$ cat src/rtl/irq_request_latch.sv
// irq_request_latch: synchronise/edge-detect 4 request lines, latch masked pending bits, present one irq at a time.
// Optional IRQ_LATCH_OVERRUN_EN adds sticky per-line overrun flags with ovr_clr.
module irq_request_latch #(
    parameter int SYNC_STAGES = 2
) (
    input  logic       clk,
    input  logic       rst_n,
    input  logic [3:0] req_in,
    input  logic [3:0] mask,
    output logic [3:0] pend,
    input  logic       enc_v,
    input  logic [1:0] enc_y,
    output logic       irq_valid,
    output logic [1:0] irq_id,
    input  logic       irq_ack
`ifdef IRQ_LATCH_OVERRUN_EN
    ,
    input  logic       ovr_clr,
    output logic [3:0] overrun
`endif
);
    typedef enum logic {IDLE, PRESENT} state_t;
    state_t state, state_nxt;
    logic [SYNC_STAGES-1:0][3:0] sync;
    logic [3:0] sync_d, rise, set, clr;
    logic [1:0] id_nxt;
    assign rise = sync[SYNC_STAGES-1] & ~sync_d;
    assign set = rise & mask;
    assign irq_valid = state == PRESENT;
    always_comb begin
        state_nxt = state;
        id_nxt = irq_id;
        clr = 4'b0000;
        if (state == IDLE) begin
            state_nxt = enc_v ? PRESENT : IDLE;
            id_nxt = enc_v ? enc_y : irq_id;
        end else if (irq_ack) begin
            state_nxt = IDLE;
            clr = 4'b0001 << irq_id;
        end
    end
    always_ff @(posedge clk or negedge rst_n) begin
        if (!rst_n) begin
            sync <= '0;
            sync_d <= 4'b0000;
            pend <= 4'b0000;
            state <= IDLE;
            irq_id <= 2'd0;
        end else begin
            sync <= {sync[SYNC_STAGES-2:0], req_in};
            sync_d <= sync[SYNC_STAGES-1];
            pend <= (pend & ~clr) | set;
            state <= state_nxt;
            irq_id <= id_nxt;
        end
    end
`ifdef IRQ_LATCH_OVERRUN_EN
    // A new edge landing on a still-pending, not-being-cleared line is a lost request.
    always_ff @(posedge clk or negedge rst_n) begin
        if (!rst_n) overrun <= 4'b0000;
        else overrun <= (set & pend & ~clr) | (ovr_clr ? 4'b0000 : overrun);
    end
`endif
endmodule
$ cat config.mk
export PLATFORM = sky130hd
export DESIGN_NAME = irq_request_latch
export DESIGN_NICKNAME = d
export VERILOG_FILES = /design/src/rtl/irq_request_latch.sv
export SDC_FILE = /design/constraint.sdc
export NUM_CORES = 1
export LEC_CHECK = 0
export ABC_CLOCK_PERIOD_IN_PS = 1400
export CAP_MARGIN = 20
export CORE_MARGIN = 5
export CORE_UTILIZATION = 44
export CTS_BUF_LIST = sky130_fd_sc_hd__clkbuf_8
export CTS_CLUSTER_SIZE = 8
export DETAILED_ROUTE_END_ITERATION = 8
export HOLD_SLACK_MARGIN = 0.06
export PLACE_DENSITY_LB_ADDON = 0.08
export SYNTH_ARGS = -nofsm -noshare
export SYNTH_HDL_FRONTEND = slang
export SYNTH_SLANG_ARGS = --single-unit
$ cat constraint.sdc
create_clock -name clk -period 1.4 [get_ports clk]
set_clock_uncertainty 0.05 [all_clocks]
set_input_delay 0.21 -clock clk [delete_from_list [all_inputs] [get_ports clk]]
set_output_delay 0.21 -clock clk [all_outputs]
set_load 0.03 [all_outputs]
-- Word level (Yosys, flattened, before mapping)
Cells that the tools add are included.
- flip-flop bits (word level): 19
- bits of input ports: 14
- output and inout port bits: 7
- logic and storage cells: 20
- shifts and indexed selects: 1
- multiplexer cells: 5
- bitwise operators: 7
- reduce and logical (&&, ||, !) cells: 1
- operators with widths (cell ; number):
    AND 4 bit ; 3
    2-to-1 mux 4 bit ; 2
    inverter 4 bit ; 2
    bitwise OR 4 bit ; 1
    left shift 1 x 2 -> 4 bit (first input constant) ; 1
    2-to-1 mux 1 bit ; 3
    AND reduction 2 bit ; 1
    inverter 1 bit ; 1

-- Longest topological paths before layout
Gate-level depths: netlist of run 1.
- depth in word-level cells: 6
- depth in mapped cells: 2
- mapped depth without buffers: 2

-- Worst setup path after synthesis of run 1
Ideal clock, no wire load.
- kind: register to register
- from: register state, in the netlist irq_valid
- to: register irq_id[0]
- setup time: 0.128 ns
- arrival time: 1.027 ns
- required time: 1.222 ns
- slack: 0.196 ns
- stages on the path, launching flop included: 3
- buffers on the path: 0
- clock period less this slack: 1.204 ns
- cells stage by stage: dfrtp_1 -> nor2b_2 -> mux2_1
- longest elaborated chain between the ends: 2
- RTL lines (element ; RTL line ; source):
    from (decl) ; 23 ; state_t state, state_nxt;
    from (signal assigned) ; 53 ; state <= state_nxt;
    inverter 1 bit (no source line) ; - ;
    AND reduction 2 bit (no source line) ; - ;
    to (signal assigned) ; 54 ; irq_id <= id_nxt;
    to (decl) ; 14 ; output logic [1:0] irq_id,
No other way between the ends.
A chain may end at the register's enable or synchronous reset.

-- Final worst setup path of run 1
- from: register pend[0]
- to: output pend[0]
- RTL lines (element ; RTL line ; source):
    from (decl) ; 10 ; output logic [3:0] pend,
    from (signal assigned) ; 52 ; pend <= (pend & ~clr) | set;
No word-level cell between the ends.

==> flow_summary.toml, run 1 <==
[run_status]
status = "finished clean"

[clock_network]
clk_latency_ns = 0.25
cts_tree = "done"
cts_setup_buffers = 0
ctsResizeCount = 6
numCtsBuffers = 3
cts_sinks = 19
clock-root-buffer = "clkbuf_8"
cts_max_level = 1
clk_pin_slew_worst_paths_ns = 0.07
cts_hold_repair.buffers = 0
clk_path_buf_depth = 2

[global_route]
grt_usage_pct = 13.10
grt_max_degree = 20
grt_pass1_wl_mm = 1.869
grt_pass1_vias = 432
antenna_found_initial = 0
gr-total-overflow = 0

[logic_synthesis]
ys_warn_count = 0
synth.top_cell.area_share_pct = 79.17
synthTopCellsByArea = "dfrtp_1 79%, o2bb2ai_1 4.4%, mux2_1 3.8%"
yosysTopAreaCell = "dfrtp_1"
syn-num-nets = 51
synth_cell_types = 12
syn_avg_cell_area_um2 = 16.23
syn_inst = 37
ys_ff_latch = 19
syn_area_um2 = 600.6
yosysSeqAreaShare_pct = 79.17

[sta]
whs_ns = 0.2317
drv_slew = 0
rsz0062_at_grt = "no"
final-setup-viol-count = 0
period_share_pct = 90.62
hold_viol_final = 0
fmax_mhz = 788.2
finalSetupTns_ns = 0
fin_crit_ns = 1.269
tightest_slew_ns = 0.3153
slew_headroom_pct = 79.06

[die]
die_w_um = 46.95
die_y_um = 46.95
start_util_pct = 46.15
io_pins = 21
die_area_um2 = 2204
fp.coreArea_um2 = 1301
rows = 13

[drt]
ant_nets = 0
drc_errors = 0
vias_per_cell = 4.963
wl_mm = 1.113
via_count = 397
wl_per_cell_um = 13.91
drtIter0Drc = 2
detail_route.first_pass.iterations = 2

[worst_setup_path]
cp_slowest_stage_delay_ns = 0.41
r2r_start = "irq_valid"
crit_path_end_kind = "output port"
arrival_ns = 1.01
reg2reg_to = "irq_id[0]"
required_ns = 1.14
crit_chain = "dlygate4sd2_1"
path_class = "flop to output port"
worstPathMaxFanout = 2
crit_buf_inv = 1
critPathLaunchType = "flop"
cp_slowest_cell = "dlygate4sd2_1"
cp_top_family = "buffers and inverters"
r2r_cells = 2
reg2reg_setup_slack_ns = 0.24

[final_layout]
antenna_cells = 0
fin_nets = 80
drive_gt1_share_pct = 15.38
final_common_cell = "dfrtp_1"
final_cell_mix = "19 x dfrtp_1, 13 x clkdlybuf4s50_1, 6 x dlygate4sd2_1, 5 x buf_4, 4 x nand2_1"
area_growth_pct = 47.50

[placed_design]
gp_congestion = 0.7969
dpl.hpwl_um = 868.8
portBuffers = 20

[job]
maxCapViolCount = 0

[pwr]
ir_worst_vdd_v = 0.0009335
leakagePower_nw = 0.3903
p_total_mw = 1.417
power.density_nw_per_um2 = 1599

[worst_hold_path]
min_path_type = "primary input to async pin"
[cells by family (layout without fill, tap and decap cells)]
family          after synthesis  after routing  synth area share [%]
compound gates                5              5                 6.251
buf+inv                       1             29                0.6244
flops                        19             19                 79.17
mux                           2              2                 3.750
simple gates                 10             10                 10.21
[how the worst max path moves through the flow]
| stage | from | to | slack (ns) | cells past startpoint |
|---|---|---|---|---|
| floorplan | irq_valid | irq_id[0] | 0.20 | 2 |
| global placement | enc_v | irq_id[0] | 0.07 | 3 |
| detailed placement | enc_v | irq_id[0] | 0.02 | 3 |
| CTS | pend[0] | pend[0] | 0.12 | 1 |
| global route | pend[2] | pend[2] | 0.09 | 1 |
| finish | pend[0] | pend[0] | 0.13 | 1 |
[Yosys cell counts]
library cell   n
inv_1          1
nor2b_2        1
nor4bb_1       1
o22ai_1        1
a21oi_1        1
nand4b_1       2
dfrtp_1       19
nand4_1        1
o2bb2ai_1      3
nor2_1         1
nand2_1        4
mux2_1         2
[routing by layer]
layer	vias up	wire, um	global-route usage [%]
met1	191	431	14.96
met2	13	567	20.87
met4	0	36	9.945
li1	188	-	-
met5	-	0	0
met3	5	77	3.448
[cell type report]
class                      instances  area, um2
sequential                        19      475.5
inverter                           1      3.754
clock buffer                       3      41.29
clock inverter                     1      5.005
fill                              84      415.4
timing repair buffer              24      220.2
multi-input combinational         17      121.4
tap                               15      18.77
[metrics by stage]
stage	instances	area [um2]	util, %	setup WS (ns)
after floorplan	37	600.6	-	0.1958
after global placement	76	847.1	65.10	0.06851
after detailed placement	76	847.1	65.10	0.02162
after CTS	80	885.9	68.08	0.1164
after global routing	80	885.9	68.08	0.09242
final	80	885.9	68.08	0.1313
[power breakdown]
part	switching [mW]	internal, mW
registers	0.0432	0.628
logic	0.213	0.163
clock network	0.171	0.198
total	0.428	0.989
[registers in the layout, summed over array words and instances (netlist names)]
register and cells:
sync_d 4, sync 8, irq_id 2, irq_valid 1, pend 4
[worst register-to-register path, delay by kind of cell, from the launching register on]
family | cells | cell delay, ns
DFF | 1 | 0.47
muxes | 1 | 0.34
and+or+nand+nor | 1 | 0.17
Power figures use the tool's default switching activity.
==> run 2: changes to the inputs <==
Settings changed: CORE_AREA set to 5 5 42 44, CORE_MARGIN 5 to not set, CORE_UTILIZATION 44 to not set, DIE_AREA set to 0 0 47 49, DONT_BUFFER_PORTS set to 1.
==> flow_summary.toml, run 2 (synthesis gave the netlist of run 1 again) <==
[worst_setup_path]
critPathLaunchType = "flop"
cp_slowest_cell = "dfrtp_1"
worstPathMaxFanout = 8
required_ns = 1.14
reg2reg_setup_slack_ns = 0.24
r2r_cells = 2
crit_path_end_kind = "output port"
path_class = "flop to output port"
reg2reg_to = "irq_id[1]"
cp_slowest_stage_delay_ns = 0.47
crit_buf_inv = 1
r2r_start = "irq_valid"
crit_chain = "buf_4"
cp_top_family = "flip-flops"
arrival_ns = 0.93

[pwr]
swShare_pct = 30.40
power_frac_clock_pct = 27.0
leakagePower_nw = 0.3397
power.density_nw_per_um2 = 1687
comb_power_share_pct = 13.7
power_switching_uw = 399.7
ir_worst_vdd_v = 0.001274
seq_power_share_pct = 59.2
internal_power_uw = 915.1

[global_route]
busiest_layer = "met2"
gr-total-overflow = 0
gr-usage-met3_pct = 4.059
grt_pass1_vias = 405
grt_use_met1_pct = 10.77
grt_util_met2_pct = 17.42
grt_pass1_wl_mm = 1.711
grt_max_degree = 20
antenna_found_initial = 0
grt_usage_pct = 10.05

[final_layout]
largest-register = "sync"
final_common_cell = "dfrtp_1"
largest_reg_flops = 8
fin_util_pct = 55.63
drive_gt1_share_pct = 15.09
nFillCells = 122
seq_area_um2 = 475.5
top_regs = "sync (8), pend (4), sync_d (4)"
final_cell_mix = "19 x dfrtp_1, 9 x dlygate4sd3_1, 4 x nand2_1"
multiInputGateArea_um2 = 121.4
fin_nets = 68
area_growth_pct = 29.79
antenna_cells = 0

[die]
die_w_um = 47
start_util_pct = 42.86
fp.coreArea_um2 = 1401
die_area_um2 = 2303
rows = 14
io_pins = 21
die_y_um = 49

[sta]
slew_headroom_pct = 47.72
fmax_mhz = 843.5
drv_slew = 0
finalSetupTns_ns = 0
fin_crit_ns = 1.186
hold_viol_final = 0
rsz0062_at_grt = "no"
period_share_pct = 84.68
tightest_slew_ns = 0.7816
final-setup-viol-count = 0

[job]
maxCapViolCount = 0

[clock_network]
cts_tree = "done"
cts_sinks = 19
clk_latency_ns = 0.24
cts_setup_buffers = 0
cts_max_level = 1
clk_path_buf_depth = 2
numCtsBuffers = 3
clk_pin_slew_worst_paths_ns = 0.07
clock-root-buffer = "clkbuf_8"

[placed_design]
gp_congestion = 0.6722
dpl.hpwl_um = 771.1
portBuffers = 0

[worst_hold_path]
hold_start = "mask[3]"
min_path_type = "primary input to flop"
hold_end = "pend[3]"
hold_depth = 2

[run_status]
status = "finished clean"

[drt]
wl_mm = 1.028
vias_per_cell = 5.000
detail_route.first_pass.iterations = 1
wl_per_cell_um = 14.90
drc_errors = 0
ant_nets = 0
drtIter0Drc = 0
via_count = 345
==> run 2: power by group through the flow <==
stage	combinational (mW)	clock (mW)	sequential [mW]
6_report	0.181	0.355	0.779
5_1_grt	0.197	0.387	0.793
4_1_cts	0.182	0.367	0.781
3_5_place_dp	0.152	0	0.792
3_3_place_gp	0.148	0	0.784
2_1_floorplan	0.0681	0	0.813
==> run 2: layer usage <==
layer  part of all wire [%]  routed length (um)
met5                      0                   0
met4                    1.4                  14
met3                    8.0                  82
met2                     54                 557
met1                     36                 373
==> run 2: stage by stage <==
step	setup slack [ns]	hold slack, ns	area [um2]	cells	power (mW)
after floorplan	0.1958	-0.1356	600.6	37	0.8811
after global placement	0.3288	-0.1351	643.1	56	0.9322
after detailed placement	0.2464	-0.1349	643.1	56	0.9443
after CTS	0.2098	0.06123	779.5	69	1.331
after global routing	0.1598	0.07413	779.5	69	1.376
final	0.2145	0.06066	779.5	69	1.315
==> run 2: area by class of cell <==
cell class              instances  area share, %
repair buffers                 12          14.45
clock inverters                 1         0.6421
clock buffers                   3          5.297
well taps                      16          2.568
inverters                       1         0.4815
flip-flops and latches         19          61.00
multi-input cells              17          15.57
==> run 2: worst max path at each step <==
| stage | from | end | slack [ns] | cells after the start |
|---|---|---|---|---|
| floorplan | irq_valid | irq_id[0] | 0.20 | 2 |
| CTS | irq_valid | irq_valid | 0.21 | 1 |
| global placement | irq_valid | irq_id[1] | 0.33 | 2 |
| finish | irq_valid | irq_valid | 0.21 | 1 |
| detailed placement | irq_valid | irq_id[1] | 0.25 | 2 |
| global route | irq_valid | irq_valid | 0.16 | 1 |
==> run 2: repair_timing <==
| action | CTS | global route |
|---|---|---|
| resized for setup | 0 | 0 |
| setup endpoints to repair | 0 | 0 |
| hold buffers | 9 | 0 |
| hold endpoints to repair | 27 | 0 |
==> run 3: changes to the inputs <==
Settings changed: ABC_CLOCK_PERIOD_IN_PS 1400 to 1000.
Clock period 1.4 ns to 1 ns, I/O delays scaled along.
==> flow_summary.toml, run 3 (synthesis gave the netlist of run 1 again) <==
[clock_network]
clock-root-buffer = "clkbuf_8"
cts_tree = "done"
cts_max_level = 1
clk_path_buf_depth = 2
cts_sinks = 19
numCtsBuffers = 3
clk_pin_slew_worst_paths_ns = 0.07
cts_hold_repair.buffers = 12
clk_latency_ns = 0.25

[drt]
highest_layer = "met4"
route.met2.wl_um = 644
wl_met3_um = 116
wl_met1_um = 423
detail_route.first_pass.iterations = 2
wl_mm = 1.206
drc_errors = 0
via_count = 400
vias_per_cell = 5.000
ant_nets = 0
wl_per_cell_um = 15.08
drtIter0Drc = 1

[global_route]
gr-total-overflow = 0
grt_usage_pct = 10.97
grt_max_degree = 20
grt_pass1_vias = 451
antenna_found_initial = 0
grt_pass1_wl_mm = 1.800

[pwr]
internal_power_mw = 1.504
leakagePower_nw = 0.4162
power.density_nw_per_um2 = 2294
swShare_pct = 29.30
power_frac_clock_pct = 23.6
comb_power_share_pct = 29.7
ir_worst_vdd_v = 0.001239
power_switching_uw = 623.1
seq_power_share_pct = 46.6

[sta]
drv_slew = 0
fmax_mhz = 939.0
fin_crit_ns = 1.065
period_share_pct = 106.5
tightest_slew_ns = 0.2174
finalSetupTns_ns = -0.3183
final-setup-viol-count = 6
whs_ns = -0.4591
rsz0062_at_grt = "yes"
slew_headroom_pct = 85.48
hold_viol_final = 19
fin_ws_ns = -0.06497

[die]
die_area_um2 = 2303
start_util_pct = 42.86
die_w_um = 47
rows = 14
die_y_um = 49
io_pins = 21
fp.coreArea_um2 = 1401

[run_status]
violations = "hold timing, setup timing"
status = "finished with violations"

[worst_setup_path]
cp_slowest_cell = "dfrtp_2"
crit_chain = "nor2b_4 -> mux2_4"
path_class = "flop to flop"
cp_slowest_stage_delay_ns = 0.45
arrival_ns = 1.15
worstPathMaxFanout = 4
critPathLaunchType = "flop"
crit_path_end_kind = "flop"
required_ns = 1.08

[placed_design]
gp_congestion = 0.7006
portBuffers = 0
dpl.hpwl_um = 751.8

[final_layout]
top_regs = "sync (8), pend (4), sync_d (4)"
final_common_cell = "dfrtp_1"
largest_reg_flops = 8
largest-register = "sync"
fin_nets = 79
area_growth_pct = 54.37
antenna_cells = 0
drive_gt1_share_pct = 34.38
final_cell_mix = "16 x dfrtp_1, 12 x dlygate4sd3_1, 7 x buf_6, 4 x nand2_1, 4 x buf_4"

[job]
maxCapViolCount = 0

[worst_hold_path]
min_path_type = "primary input to async pin"
-- run 3: path summary, 6_finish.rpt --
check / endpoint / depth (start not counted) / from / slack (ns)
setup / recovery: irq_id[0] / 2 / irq_valid / -0.06
hold / removal: irq_id[0] / 0 / rst_n / -0.46
setup reg to reg: irq_id[0] / 2 / irq_valid / -0.06
hold reg to reg: sync[5] / 0 / sync[1] / 0.30
max in group asynchronous: irq_id[1] / 0 / rst_n / 1.28
min in group clk: pend[3] / 2 / irq_ack / 0.08
-- run 3: area by class of cell --
cell class	count	area, um2
flip-flops and latches	19	479.2
inverters	1	3.754
clock buffers	3	41.29
multi-input cells	17	148.9
well taps	16	20.02
repair buffers	23	229.0
clock inverters	1	5.005
fillers	104	474.2
-- run 3: through the flow --
| step | setup WS [ns] | utilization, % | instances | area [um2] | total power [mW] |
|---|---|---|---|---|---|
| after floorplan | -0.1208 | - | 37 | 614.3 | 1.259 |
| after global placement | -0.01699 | 49.55 | 61 | 694.4 | 1.430 |
| after detailed placement | -0.04155 | 49.55 | 61 | 694.4 | 1.444 |
| after CTS | -0.06245 | 63.84 | 78 | 894.6 | 2.075 |
| after global routing | -0.08891 | 66.16 | 80 | 927.1 | 2.229 |
| final | -0.06497 | 66.16 | 80 | 927.1 | 2.127 |
-- run 3: timing repair --
item	in CTS	in global routing
endpoints found under the setup margin	10	11
gates resized for setup	7	4
cloned	0	0
hold endpoints to repair	30	19
setup buffers	1	2
pin swaps	1	2
-- run 3: metal layers --
metal,GRT usage (%),vias to the layer above
li1,-,184
met1,11.19,195
met2,17.42,19
met3,5.535,2
met4,5.991,0
met5,0,-
-- run 3: power by group through the flow --
stage                     clock (mW)  combinational [mW]  sequential, mW
after floorplan                    0               0.116            1.14
after global placement             0               0.464           0.967
after detailed placement           0               0.469           0.975
after CTS                      0.522               0.577           0.976
after global routing           0.554               0.671            1.00
final                          0.503               0.632           0.992
-- run 3: worst max-delay path: cells and delay by family (launching register included) --
kind / cells / cell delay [ns]
simple gates: 1 / 0.15
mux: 1 / 0.31
flops: 1 / 0.45
